`src/rtl/window_control_if.sv`:
```
// Request, register-file and backing-memory signals of the window sequencer.
interface window_control_if #(
  parameter int unsigned NWIN = 4
) ();
  localparam int unsigned WW = $clog2(NWIN);

  logic            save;
  logic            restore;
  logic            wim_we;
  logic [NWIN-1:0] wim_in;
  logic [4:0]      cwp_o;
  logic [NWIN-1:0] wim_o;
  logic [4:0]      rf_b;
  logic [4:0]      rf_a;
  logic            rfe;
  logic            mem_req;
  logic            mem_we;
  logic [WW+3:0]   mem_addr;
  logic            mem_ack;
  logic            busy;
  logic            done;
  logic            illegal;

  modport master (
    output save, restore, wim_we, wim_in, mem_ack,
    input  cwp_o, wim_o, rf_b, rf_a, rfe, mem_req, mem_we, mem_addr,
           busy, done, illegal
  );

  modport slave (
    input  save, restore, wim_we, wim_in, mem_ack,
    output cwp_o, wim_o, rf_b, rf_a, rfe, mem_req, mem_we, mem_addr,
           busy, done, illegal
  );
endinterface

```
`src/rtl/window_control.sv`:
```
// SPARC register-window sequencer: CWP/WIM, SAVE/RESTORE, spill/fill to memory.
// Optional overflow/underflow counters under WINCTL_STATS_EN.
module window_control #(
  parameter int unsigned NWIN = 4,
  parameter int unsigned NREG = 16
) (
  input  logic             Clk,
  input  logic             Clr,
  window_control_if.slave  bus
`ifdef WINCTL_STATS_EN
  ,
  output logic [7:0]       ovf_cnt,
  output logic [7:0]       unf_cnt
`endif
);
  localparam int unsigned WW = $clog2(NWIN);

  localparam logic [1:0] IDLE   = 2'd0;
  localparam logic [1:0] SPILL  = 2'd1;
  localparam logic [1:0] FILL   = 2'd2;
  localparam logic [1:0] COMMIT = 2'd3;

  logic [1:0]      state;
  logic [WW-1:0]   cwp;
  logic [NWIN-1:0] wim;
  logic [WW-1:0]   tgt;
  logic [3:0]      k;
  logic            illegal_q;

  logic [WW-1:0]   cwp_dn;
  logic [WW-1:0]   cwp_up;
  logic            last_beat;

  // NWIN is a power of two, so plain wrap-around gives the modulo.
  assign cwp_dn    = cwp - 1'b1;
  assign cwp_up    = cwp + 1'b1;
  assign last_beat = (k == 4'(NREG - 1));

  always_ff @(posedge Clk or negedge Clr) begin
    if (!Clr) begin
      state     <= IDLE;
      cwp       <= '0;
      wim       <= NWIN'(1) << (NWIN - 1);
      tgt       <= '0;
      k         <= '0;
      illegal_q <= 1'b0;
    end else begin
      illegal_q <= 1'b0;
      case (state)
        IDLE: begin
          if (bus.wim_we) begin
            wim <= bus.wim_in;
          end else if (bus.save && bus.restore) begin
            illegal_q <= 1'b1;
          end else if (bus.save) begin
            if (wim[cwp_dn]) begin
              tgt   <= cwp_dn;
              k     <= '0;
              state <= SPILL;
            end else begin
              cwp   <= cwp_dn;
              state <= COMMIT;
            end
          end else if (bus.restore) begin
            if (wim[cwp_up]) begin
              tgt   <= cwp_up;
              k     <= '0;
              state <= FILL;
            end else begin
              cwp   <= cwp_up;
              state <= COMMIT;
            end
          end
        end
        SPILL: begin
          if (bus.mem_ack) begin
            if (last_beat) begin
              k     <= '0;
              cwp   <= tgt;
              wim   <= {wim[0], wim[NWIN-1:1]};
              state <= COMMIT;
            end else begin
              k <= k + 4'd1;
            end
          end
        end
        FILL: begin
          if (bus.mem_ack) begin
            if (last_beat) begin
              k     <= '0;
              cwp   <= tgt;
              wim   <= {wim[NWIN-2:0], wim[NWIN-1]};
              state <= COMMIT;
            end else begin
              k <= k + 4'd1;
            end
          end
        end
        default: state <= IDLE;
      endcase
    end
  end

  always_comb begin
    bus.cwp_o    = 5'(cwp);
    bus.wim_o    = wim;
    bus.rf_b     = '0;
    bus.rf_a     = '0;
    bus.rfe      = 1'b0;
    bus.mem_req  = 1'b0;
    bus.mem_we   = 1'b0;
    bus.mem_addr = '0;
    bus.busy     = (state != IDLE);
    bus.done     = (state == COMMIT);
    bus.illegal  = illegal_q;
    if (state == SPILL) begin
      bus.cwp_o    = 5'(tgt);
      bus.rf_b     = 5'd16 + 5'(k);
      bus.mem_req  = 1'b1;
      bus.mem_we   = 1'b1;
      bus.mem_addr = {tgt, k};
    end else if (state == FILL) begin
      bus.cwp_o    = 5'(tgt);
      bus.rf_a     = 5'd16 + 5'(k);
      bus.rfe      = bus.mem_ack;
      bus.mem_req  = 1'b1;
      bus.mem_addr = {tgt, k};
    end
  end

`ifdef WINCTL_STATS_EN
  always_ff @(posedge Clk or negedge Clr) begin
    if (!Clr) begin
      ovf_cnt <= '0;
      unf_cnt <= '0;
    end else if (bus.mem_ack && last_beat) begin
      if (state == SPILL && ovf_cnt != 8'hFF) ovf_cnt <= ovf_cnt + 8'd1;
      if (state == FILL  && unf_cnt != 8'hFF) unf_cnt <= unf_cnt + 8'd1;
    end
  end
`endif
endmodule

```
`src/flat_wrapper.sv`:
```
// flat-port wrapper written by rule: the top's interface ports become plain ports
module window_control_flat 
#(
  parameter int unsigned NWIN = 4,
  parameter int unsigned NREG = 16
)
  (Clk, Clr, bus_save, bus_restore, bus_wim_we, bus_wim_in, bus_mem_ack, bus_cwp_o, bus_wim_o, bus_rf_b, bus_rf_a, bus_rfe, bus_mem_req, bus_mem_we, bus_mem_addr, bus_busy, bus_done, bus_illegal);
  window_control_if #(.NWIN(NWIN)) bus_i ();
  input  logic Clk;
  input  logic Clr;
  input wire logic [$bits(bus_i.save)-1:0] bus_save;
  input wire logic [$bits(bus_i.restore)-1:0] bus_restore;
  input wire logic [$bits(bus_i.wim_we)-1:0] bus_wim_we;
  input wire logic [$bits(bus_i.wim_in)-1:0] bus_wim_in;
  input wire logic [$bits(bus_i.mem_ack)-1:0] bus_mem_ack;
  output wire logic [$bits(bus_i.cwp_o)-1:0] bus_cwp_o;
  output wire logic [$bits(bus_i.wim_o)-1:0] bus_wim_o;
  output wire logic [$bits(bus_i.rf_b)-1:0] bus_rf_b;
  output wire logic [$bits(bus_i.rf_a)-1:0] bus_rf_a;
  output wire logic [$bits(bus_i.rfe)-1:0] bus_rfe;
  output wire logic [$bits(bus_i.mem_req)-1:0] bus_mem_req;
  output wire logic [$bits(bus_i.mem_we)-1:0] bus_mem_we;
  output wire logic [$bits(bus_i.mem_addr)-1:0] bus_mem_addr;
  output wire logic [$bits(bus_i.busy)-1:0] bus_busy;
  output wire logic [$bits(bus_i.done)-1:0] bus_done;
  output wire logic [$bits(bus_i.illegal)-1:0] bus_illegal;
  assign bus_i.save = bus_save;
  assign bus_i.restore = bus_restore;
  assign bus_i.wim_we = bus_wim_we;
  assign bus_i.wim_in = bus_wim_in;
  assign bus_i.mem_ack = bus_mem_ack;
  assign bus_cwp_o = bus_i.cwp_o;
  assign bus_wim_o = bus_i.wim_o;
  assign bus_rf_b = bus_i.rf_b;
  assign bus_rf_a = bus_i.rf_a;
  assign bus_rfe = bus_i.rfe;
  assign bus_mem_req = bus_i.mem_req;
  assign bus_mem_we = bus_i.mem_we;
  assign bus_mem_addr = bus_i.mem_addr;
  assign bus_busy = bus_i.busy;
  assign bus_done = bus_i.done;
  assign bus_illegal = bus_i.illegal;
  window_control #(.NWIN(NWIN), .NREG(NREG)) u_core (.Clk(Clk), .Clr(Clr), .bus(bus_i));
endmodule
```
`config.mk`:
```
export PLATFORM = sky130hd
export DESIGN_NAME = window_control_flat
export DESIGN_NICKNAME = d
export VERILOG_FILES = /design/src/rtl/window_control_if.sv /design/src/rtl/window_control.sv /design/src/flat_wrapper.sv
export SDC_FILE = /design/constraint.sdc
export NUM_CORES = 1
export LEC_CHECK = 0
export BUFFER_PORTS_ARGS = -buffer_cell sky130_fd_sc_hd__buf_4
export CORE_UTILIZATION = 46
export CTS_CLUSTER_SIZE = 14
export DETAILED_ROUTE_END_ITERATION = 12
export PLACE_DENSITY = 0.73
export SLEW_MARGIN = 20
export SYNTH_ARGS = -nofsm -noshare
export SYNTH_HDL_FRONTEND = slang
export SYNTH_SLANG_ARGS = --single-unit
```
`constraint.sdc`:
```
create_clock -name Clk -period 2.1 [get_ports Clk]
set_input_delay 0.315 -clock Clk [delete_from_list [all_inputs] [get_ports Clk]]
set_output_delay 0.315 -clock Clk [all_outputs]
set_load 0.02 [all_outputs]
```
# ---- After elaboration in Yosys (flattened, before gate mapping)
# Index checks and enable logic that the tools add are counted.
dict set report word_totals {
  mem_count 0
  romBits 0
  inputBits 10
  mem_bits_rw 0
  reg_bits 15
  output_inout_bits 31
  elab_cells 102
  latchBits 0
}
dict set report op_classes {
  order_cmp 2
  addsub 4
  eq_ne 19
  n_shift 0
  reduce_logical 13
  multipliers 0
  n_div 0
  bitwise 2
  n_mux 56
}
# cell n
set ops {}
lappend ops {{4-bit two-way mux} 13}
lappend ops {{2-bit two-way mux} 20}
lappend ops {{5-bit two-way mux} 4}
lappend ops {{6-bit two-way mux} 2}
lappend ops {{4-bit case mux with 3 select lines} 1}
lappend ops {{6-bit AND reduction} 2}
lappend ops {{1-bit two-way mux} 11}
lappend ops {{2-bit by 1-bit inequality test with 1-bit output (second input constant)} 5}
lappend ops {{2-bit inequality test (second input constant)} 5}
lappend ops {{3-bit inequality test (second input constant)} 3}
lappend ops {{2-bit case mux with 2 select lines} 2}
lappend ops {{4-bit case mux with 2 select lines} 1}
lappend ops {{8-bit AND reduction} 1}
lappend ops {{2-bit nonzero test} 4}
lappend ops {{7-bit AND reduction} 1}
lappend ops {{2-bit by 3-bit < comparator with 1-bit output (second input constant)} 2}
lappend ops {{3-bit by 2-bit inequality test with 1-bit output (second input constant)} 2}
lappend ops {{5-bit by 4-bit adder with 5-bit output (first input constant)} 1}
lappend ops {{5-bit AND reduction} 1}
lappend ops {{4-bit by 1-bit adder with 4-bit output (second input constant)} 1}
lappend ops {{1-bit binary-select mux with 2-bit select} 2}
lappend ops {{2-bit == test (second input constant)} 2}
lappend ops {{4-bit == test (second input constant)} 1}
lappend ops {{3-bit nonzero test} 1}
lappend ops {{other kinds (7)} 8}

# ---- Depth between registers and ports, before layout
dict set report depth {
  word_depth 9
  depth_mapped 7
  depth_no_buf 6
}

# ---- Least setup slack after synthesis
# No wires, ideal clock.
dict set report synth_path {
  kind {register to register}
  from {register u_core.state[0]}
  to {register u_core.k[0]}
  arrival_time_ps 2162
  path_slack_ps -187
  path_stages_with_launch 8
  period_less_slack_ps 2287
  path_cell_list {dfrtp_1 inv_1 ha_1 clkbuf_1 and2b_1 a211oi_1 o21a_4 mux2_4}
}
dict set report synth_between {
  elab_chain_cells 4
}
# element line_no
set synth_lines {}
lappend synth_lines {{start: declaration} window_control.sv:23} ;# logic [1:0] state;
lappend synth_lines {{start signal: assignment} window_control.sv:41} ;# state <= IDLE;
lappend synth_lines {{start signal: assignment} window_control.sv:59} ;# state <= SPILL;
lappend synth_lines {{start signal: assignment} window_control.sv:62} ;# state <= COMMIT;
lappend synth_lines {{2-bit == test / 2-bit by 1-bit == test with 1-bit output (equally long branches)} window_control.sv:49} ;# case (state)
lappend synth_lines {{2-bit OR reduction (no source line)} -}
lappend synth_lines {{2-bit by 1-bit inequality test with 1-bit output (no source line) / 2-bit nonzero test (equally long branches)} -}
lappend synth_lines {{7-bit AND reduction (no source line)} -}
lappend synth_lines {{end signal: assignment} window_control.sv:83} ;# k <= k + 4'd1;
lappend synth_lines {{end signal: assignment} window_control.sv:95} ;# k <= k + 4'd1;
lappend synth_lines {{end: declaration} window_control.sv:27} ;# logic [3:0] k;
# Several ways; a longest one is shown, not always the timed one.
# A chain may end at the register's enable or synchronous reset.

# ---- Worst setup path in the final report
dict set report layout_path {
  from {register u_core.cwp[1]}
  to {register u_core.cwp[1]}
}
dict set report layout_between {
  elab_chain_cells 7
}
# element line_no
set layout_lines {}
lappend layout_lines {{start: declaration} window_control.sv:24} ;# logic [WW-1:0] cwp;
lappend layout_lines {{start signal: assignment} window_control.sv:61} ;# cwp <= cwp_dn;
lappend layout_lines {{start signal: assignment} window_control.sv:70} ;# cwp <= cwp_up;
lappend layout_lines {{start signal: assignment} window_control.sv:79} ;# cwp <= tgt;
lappend layout_lines {{2-bit by 1-bit adder with 2-bit output} window_control.sv:36} ;# assign cwp_up = cwp + 1'b1;
lappend layout_lines {{2-bit two-way mux} window_control.sv:65} ;# if (wim[cwp_up]) begin
lappend layout_lines {{2-bit two-way mux} window_control.sv:64} ;# end else if (bus.restore) begin
lappend layout_lines {{2-bit two-way mux} window_control.sv:55} ;# end else if (bus.save) begin
lappend layout_lines {{2-bit two-way mux} window_control.sv:53} ;# end else if (bus.save && bus.restore) begin
lappend layout_lines {{2-bit two-way mux} window_control.sv:51} ;# if (bus.wim_we) begin
lappend layout_lines {{2-bit case mux with 2 select lines} window_control.sv:49}
# Several ways; a longest one is shown, not always the timed one. The select of a mux whose other input is x is not followed.

==> impl_results.html <==
<table>
<tr><th>Metric</th><th>Value</th></tr>
<tr><th colspan="2">Setup path</th></tr>
<tr><td>Critical Path Start Type</td><td>flip-flop</td></tr>
<tr><td>Data arrival, critical path</td><td>between 2 and 2.5 ns</td></tr>
<tr><td>Critical Path Sink Type</td><td>flip-flop</td></tr>
<tr><td>Critical Setup Path Class</td><td>flip-flop to flip-flop</td></tr>
<tr><td>Critical Path Fanout Max</td><td>5</td></tr>
<tr><td>Worst path required time</td><td>2.32 ns</td></tr>
<tr><th colspan="2">Floorplan</th></tr>
<tr><td>Chip width</td><td>55.01 microns</td></tr>
<tr><td>Number of standard-cell rows in the floorplan</td><td>18</td></tr>
<tr><td>Ports placed on the boundary</td><td>between 40 and 50</td></tr>
<tr><td>Area of the core</td><td>2567 sq um</td></tr>
<tr><td>Chip height</td><td>between 50 and 60 microns</td></tr>
<tr><td>Area of the die</td><td>a little over 3000 sq um</td></tr>
<tr><td>Initial standard-cell utilization of the core</td><td>0.5034</td></tr>
<tr><th colspan="2">STA</th></tr>
<tr><td>Setup TNS</td><td>0 ns</td></tr>
<tr><td>Final hold slack</td><td>approximately 0.17 ns</td></tr>
<tr><td>Setup repair after global routing missed its margin</td><td>no</td></tr>
<tr><td>Period utilization</td><td>0.9611</td></tr>
<tr><td>Max-slew violations</td><td>0</td></tr>
<tr><td>Minimum clock period</td><td>roughly 2.0 ns</td></tr>
<tr><td>Final number of setup-violating endpoints</td><td>0</td></tr>
<tr><td>Upper clock frequency limit</td><td>a little under 0.5 GHz</td></tr>
<tr><td>Final Hold Violating Endpoints</td><td>0</td></tr>
<tr><td>Skew final</td><td>about 0.0012 ns</td></tr>
<tr><th colspan="2">Cells and area</th></tr>
<tr><td>Post-synthesis to final-layout area growth</td><td>31.56%</td></tr>
<tr><td>Diode insertion count for antenna repair</td><td>0</td></tr>
<tr><td># fillers</td><td>221</td></tr>
<tr><td>Final instance area</td><td>1700 sq um</td></tr>
<tr><td>Ratio of cells with drive above 1 in the final layout</td><td>0.3743</td></tr>
<tr><td>Nets</td><td>between 150 and 200</td></tr>
<tr><th colspan="2">Synthesis</th></tr>
<tr><td>EDFF count, synth</td><td>0</td></tr>
<tr><td>Main area contributors after synthesis</td><td>sky130_fd_sc_hd__dfrtp_1, sky130_fd_sc_hd__ha_1, sky130_fd_sc_hd__mux2_4</td></tr>
<tr><td>#FFs+latches synth</td><td>15</td></tr>
<tr><td>Count of cell types in the netlist</td><td>41</td></tr>
<tr><td>Top-area cell type share of the netlist area</td><td>0.2711</td></tr>
<tr><td>Post-synth top area cell</td><td>sky130_fd_sc_hd__dfrtp_1</td></tr>
<tr><td>Combined area of all synthesized cells</td><td>about 1300 sq um</td></tr>
<tr><td>Flip-flop cell with the highest count after synthesis</td><td>sky130_fd_sc_hd__dfrtp_1</td></tr>
<tr><td>Warning count from the yosys run</td><td>0</td></tr>
<tr><td>Share of synthesized registers carrying an async set or reset</td><td>1.000</td></tr>
<tr><td>Avg Synthesized Cell Area</td><td>slightly above 9 sq um</td></tr>
<tr><td>Share of synthesized area occupied by flip-flops and latches</td><td>0.2914</td></tr>
<tr><td>Most frequent cell after synthesis</td><td>sky130_fd_sc_hd__dfrtp_1</td></tr>
<tr><td>Ranking of synthesized cells by instance count</td><td>sky130_fd_sc_hd__dfrtp_1, sky130_fd_sc_hd__nor2_1, sky130_fd_sc_hd__and2_1, sky130_fd_sc_hd__inv_1, sky130_fd_sc_hd__ha_1</td></tr>
<tr><td>Number of instances in the synthesized netlist</td><td>about 140</td></tr>
<tr><th colspan="2">Global route</th></tr>
<tr><td>Wire length of the first global-routing pass</td><td>approximately 4700 microns</td></tr>
<tr><td>Grt ovf</td><td>0</td></tr>
<tr><td>Via count of the first global-routing pass</td><td>approximately 1,100</td></tr>
<tr><td>Pin count of the biggest net entering global routing</td><td>20</td></tr>
<tr><td>Global Route Usage Sum</td><td>0.2221</td></tr>
<tr><td>Number of antenna violations at the first check in global routing</td><td>0</td></tr>
<tr><th colspan="2">Routing</th></tr>
<tr><td>Number of remaining DRC errors</td><td>0</td></tr>
<tr><td>Post-route antenna net violation count</td><td>0</td></tr>
<tr><td>Wire length after detailed routing</td><td>slightly above 3000 microns</td></tr>
<tr><td>Average routed wire per standard cell</td><td>between 10 and 15 microns</td></tr>
<tr><td>Routed vias</td><td>approximately 1,100</td></tr>
<tr><td>Detailed router's first-iteration violation count</td><td>16</td></tr>
<tr><td>Post-detailed-route via-to-cell ratio</td><td>roughly 5.5</td></tr>
<tr><td>Detailed-routing iteration count for the pre-antenna-repair pass</td><td>4</td></tr>
<tr><th colspan="2">Pwr</th></tr>
<tr><td>Max IR drop VDD</td><td>1168 uV</td></tr>
<tr><td>Combinational cell fraction of total power</td><td>0.749</td></tr>
<tr><td>Switching part of the total</td><td>0.4924</td></tr>
<tr><td>Net Sw Power</td><td>1.580 mW</td></tr>
<tr><td>Clock share of power</td><td>0.057</td></tr>
<tr><td>Pwr dens</td><td>between 1500 and 2000 nW/um^2</td></tr>
<tr><td>Internal Pwr Total</td><td>between 1.5 and 2 mW</td></tr>
<tr><td>Sequential group share of total power</td><td>0.195</td></tr>
<tr><td>Cell leakage power</td><td>between 0.8 and 0.9 nW</td></tr>
<tr><th colspan="2">Clock tree</th></tr>
<tr><td>Inserted Clock Buffers</td><td>3</td></tr>
<tr><td>Clock tree from TritonCTS</td><td>built</td></tr>
<tr><td>Deepest level of the CTS H-tree</td><td>1</td></tr>
<tr><td>Worst skew pair latency</td><td>0.30 ns</td></tr>
<tr><td>Clock-pin slew of the registers on the worst-case setup and hold paths</td><td>0.10 ns</td></tr>
<tr><td>Number of buffers between clock root and the deepest sink</td><td>2</td></tr>
<tr><td>Root buffer cell</td><td>sky130_fd_sc_hd__clkbuf_4</td></tr>
<tr><td>Number of clock sinks</td><td>15</td></tr>
<tr><td># Post-CTS Setup Buffers</td><td>0</td></tr>
<tr><th colspan="2">Run status</th></tr>
<tr><td>Status</td><td>finished clean</td></tr>
<tr><th colspan="2">Min path</th></tr>
<tr><td>Class of the tightest hold or removal check</td><td>primary input to flip-flop</td></tr>
<tr><th colspan="2">Place</th></tr>
<tr><td>DP Area</td><td>between 1500 and 2000 sq um</td></tr>
<tr><td>Number of input and output port buffers inserted</td><td>37</td></tr>
<tr><td>RD Place Congestion</td><td>a little over 0.9</td></tr>
<tr><td>Final HPWL from detailed placement</td><td>2424 microns</td></tr>
<tr><th colspan="2">Job</th></tr>
<tr><td>Maximum Capacitance Violations</td><td>0</td></tr>
</table>
==> path summary, 6_finish.rpt <==
kind                                from             endpoint  slack (ns)  depth (start not counted)
setup reg to reg           u_core.cwp[1]        u_core.cwp[1]        0.08                          4
max in group asynchronous            Clr  u_core.bus.wim_o[3]        1.46                          2
min in group asynchronous            Clr          u_core.k[0]        0.39                          2
setup / recovery           u_core.cwp[1]        u_core.cwp[1]        0.08                          4
hold / removal                bus_wim_we   u_core.bus.illegal        0.17                          2
hold reg to reg            u_core.tgt[1]        u_core.tgt[1]        0.55                          1
==> per-stage QoR <==
stage,utilization,setup WS [ns],power (mW),std cells
after global placement,0.6321,0.1438,2.886,204
after global routing,0.6623,0.004792,3.463,209
final,0.6623,0.08160,3.208,209
after floorplan,-,-0.01858,2.283,141
after detailed placement,0.6321,0.09796,2.955,204
after CTS,0.6496,0.02422,3.154,209
==> worst max-delay path: stages, from the launching register on <==
cell,delay (ns)
sky130_fd_sc_hd__dfrtp_1,0.50
sky130_fd_sc_hd__mux2_4,0.34
sky130_fd_sc_hd__mux4_2,0.53
sky130_fd_sc_hd__a221oi_2,0.34
sky130_fd_sc_hd__mux2i_1,0.24
==> kinds of logic (layout without fill, tap and decap cells) <==
family | count (synthesis) | count (layout) | synth area share
AOI/OAI and AO/OA | 28 | 28 | 0.1723
other | 1 | 3 | 0.002901
adders and majority gates | 8 | 8 | 0.07745
and+or+nand+nor | 47 | 47 | 0.1888
buffers and inverters | 20 | 58 | 0.08035
xor gates and xnor gates | 2 | 2 | 0.01356
DFF | 15 | 15 | 0.2914
muxes | 18 | 18 | 0.1733
==> what timing repair did <==
action                                 CTS  global route
hold buffers                             1             0
endpoints found under the hold margin   14             0
resized for setup                        2             7
setup endpoints to repair                7             9
cloned                                   0             0
==> registers in the layout (all words and copies together) (netlist names) <==
name                flops
u_core.bus.illegal      1
u_core.k                4
u_core.bus.wim_o        4
u_core.cwp              2
u_core.tgt              2
u_core.state            2
==> layout make-up <==
cell class              instances  area [sq um]  area share
clock buffers                   3         22.52     0.01325
clock inverters                 1         7.507    0.004415
inverters                       9         33.78     0.01987
multi-input cells             106         879.6      0.5173
flip-flops and latches         15         379.1      0.2230
well taps                      30         37.54     0.02208
repair buffers                 45         340.3      0.2001
==> routing by layer <==
layer / routed length [microns] / GRT usage / vias to the layer above
met5: 0 / 0 / -
met4: 23 / 0.06667 / 0
met3: 130 / 0.03279 / 4
met2: 1588 / 0.4137 / 30
met1: 1334 / 0.2583 / 546
li1: - / - / 565
==> power by group through the flow <==
stage	Sequential, mW	Clock [mW]	Combinational, mW
floorplan	0.599	0	1.68
global placement	0.602	0	2.28
detailed placement	0.614	0	2.34
CTS	0.611	0.183	2.36
global route	0.650	0.199	2.61
finish	0.625	0.182	2.40
==> cell usage in the layout, fill, tap and decap left out, drive strengths merged <==
master and instances:
buf 44, nor2 14, dfrtp 14, mux2 10, and2 9, inv 9, ha 8, nand3 7
mux2i 7, nand2 6, a21oi 6, nor2b 6, a22oi 4, conb 3, clkbuf 3, a22o 2
xnor2 2, nand4b 2, a31oi 2, o2bb2ai 2, o21ai 1, a21o 1, a2111oi 1, mux4 1
o21bai 1, a31o 1, and2b 1, a211oi 1, o21a 1, o211ai 1, nor3 1, o22a 1
nand3b 1, a211o 1, a221oi 1, o221ai 1, clkinvlp 1, dlygate4sd3 1, dfstp 1
(Power assumes the default switching activity.)
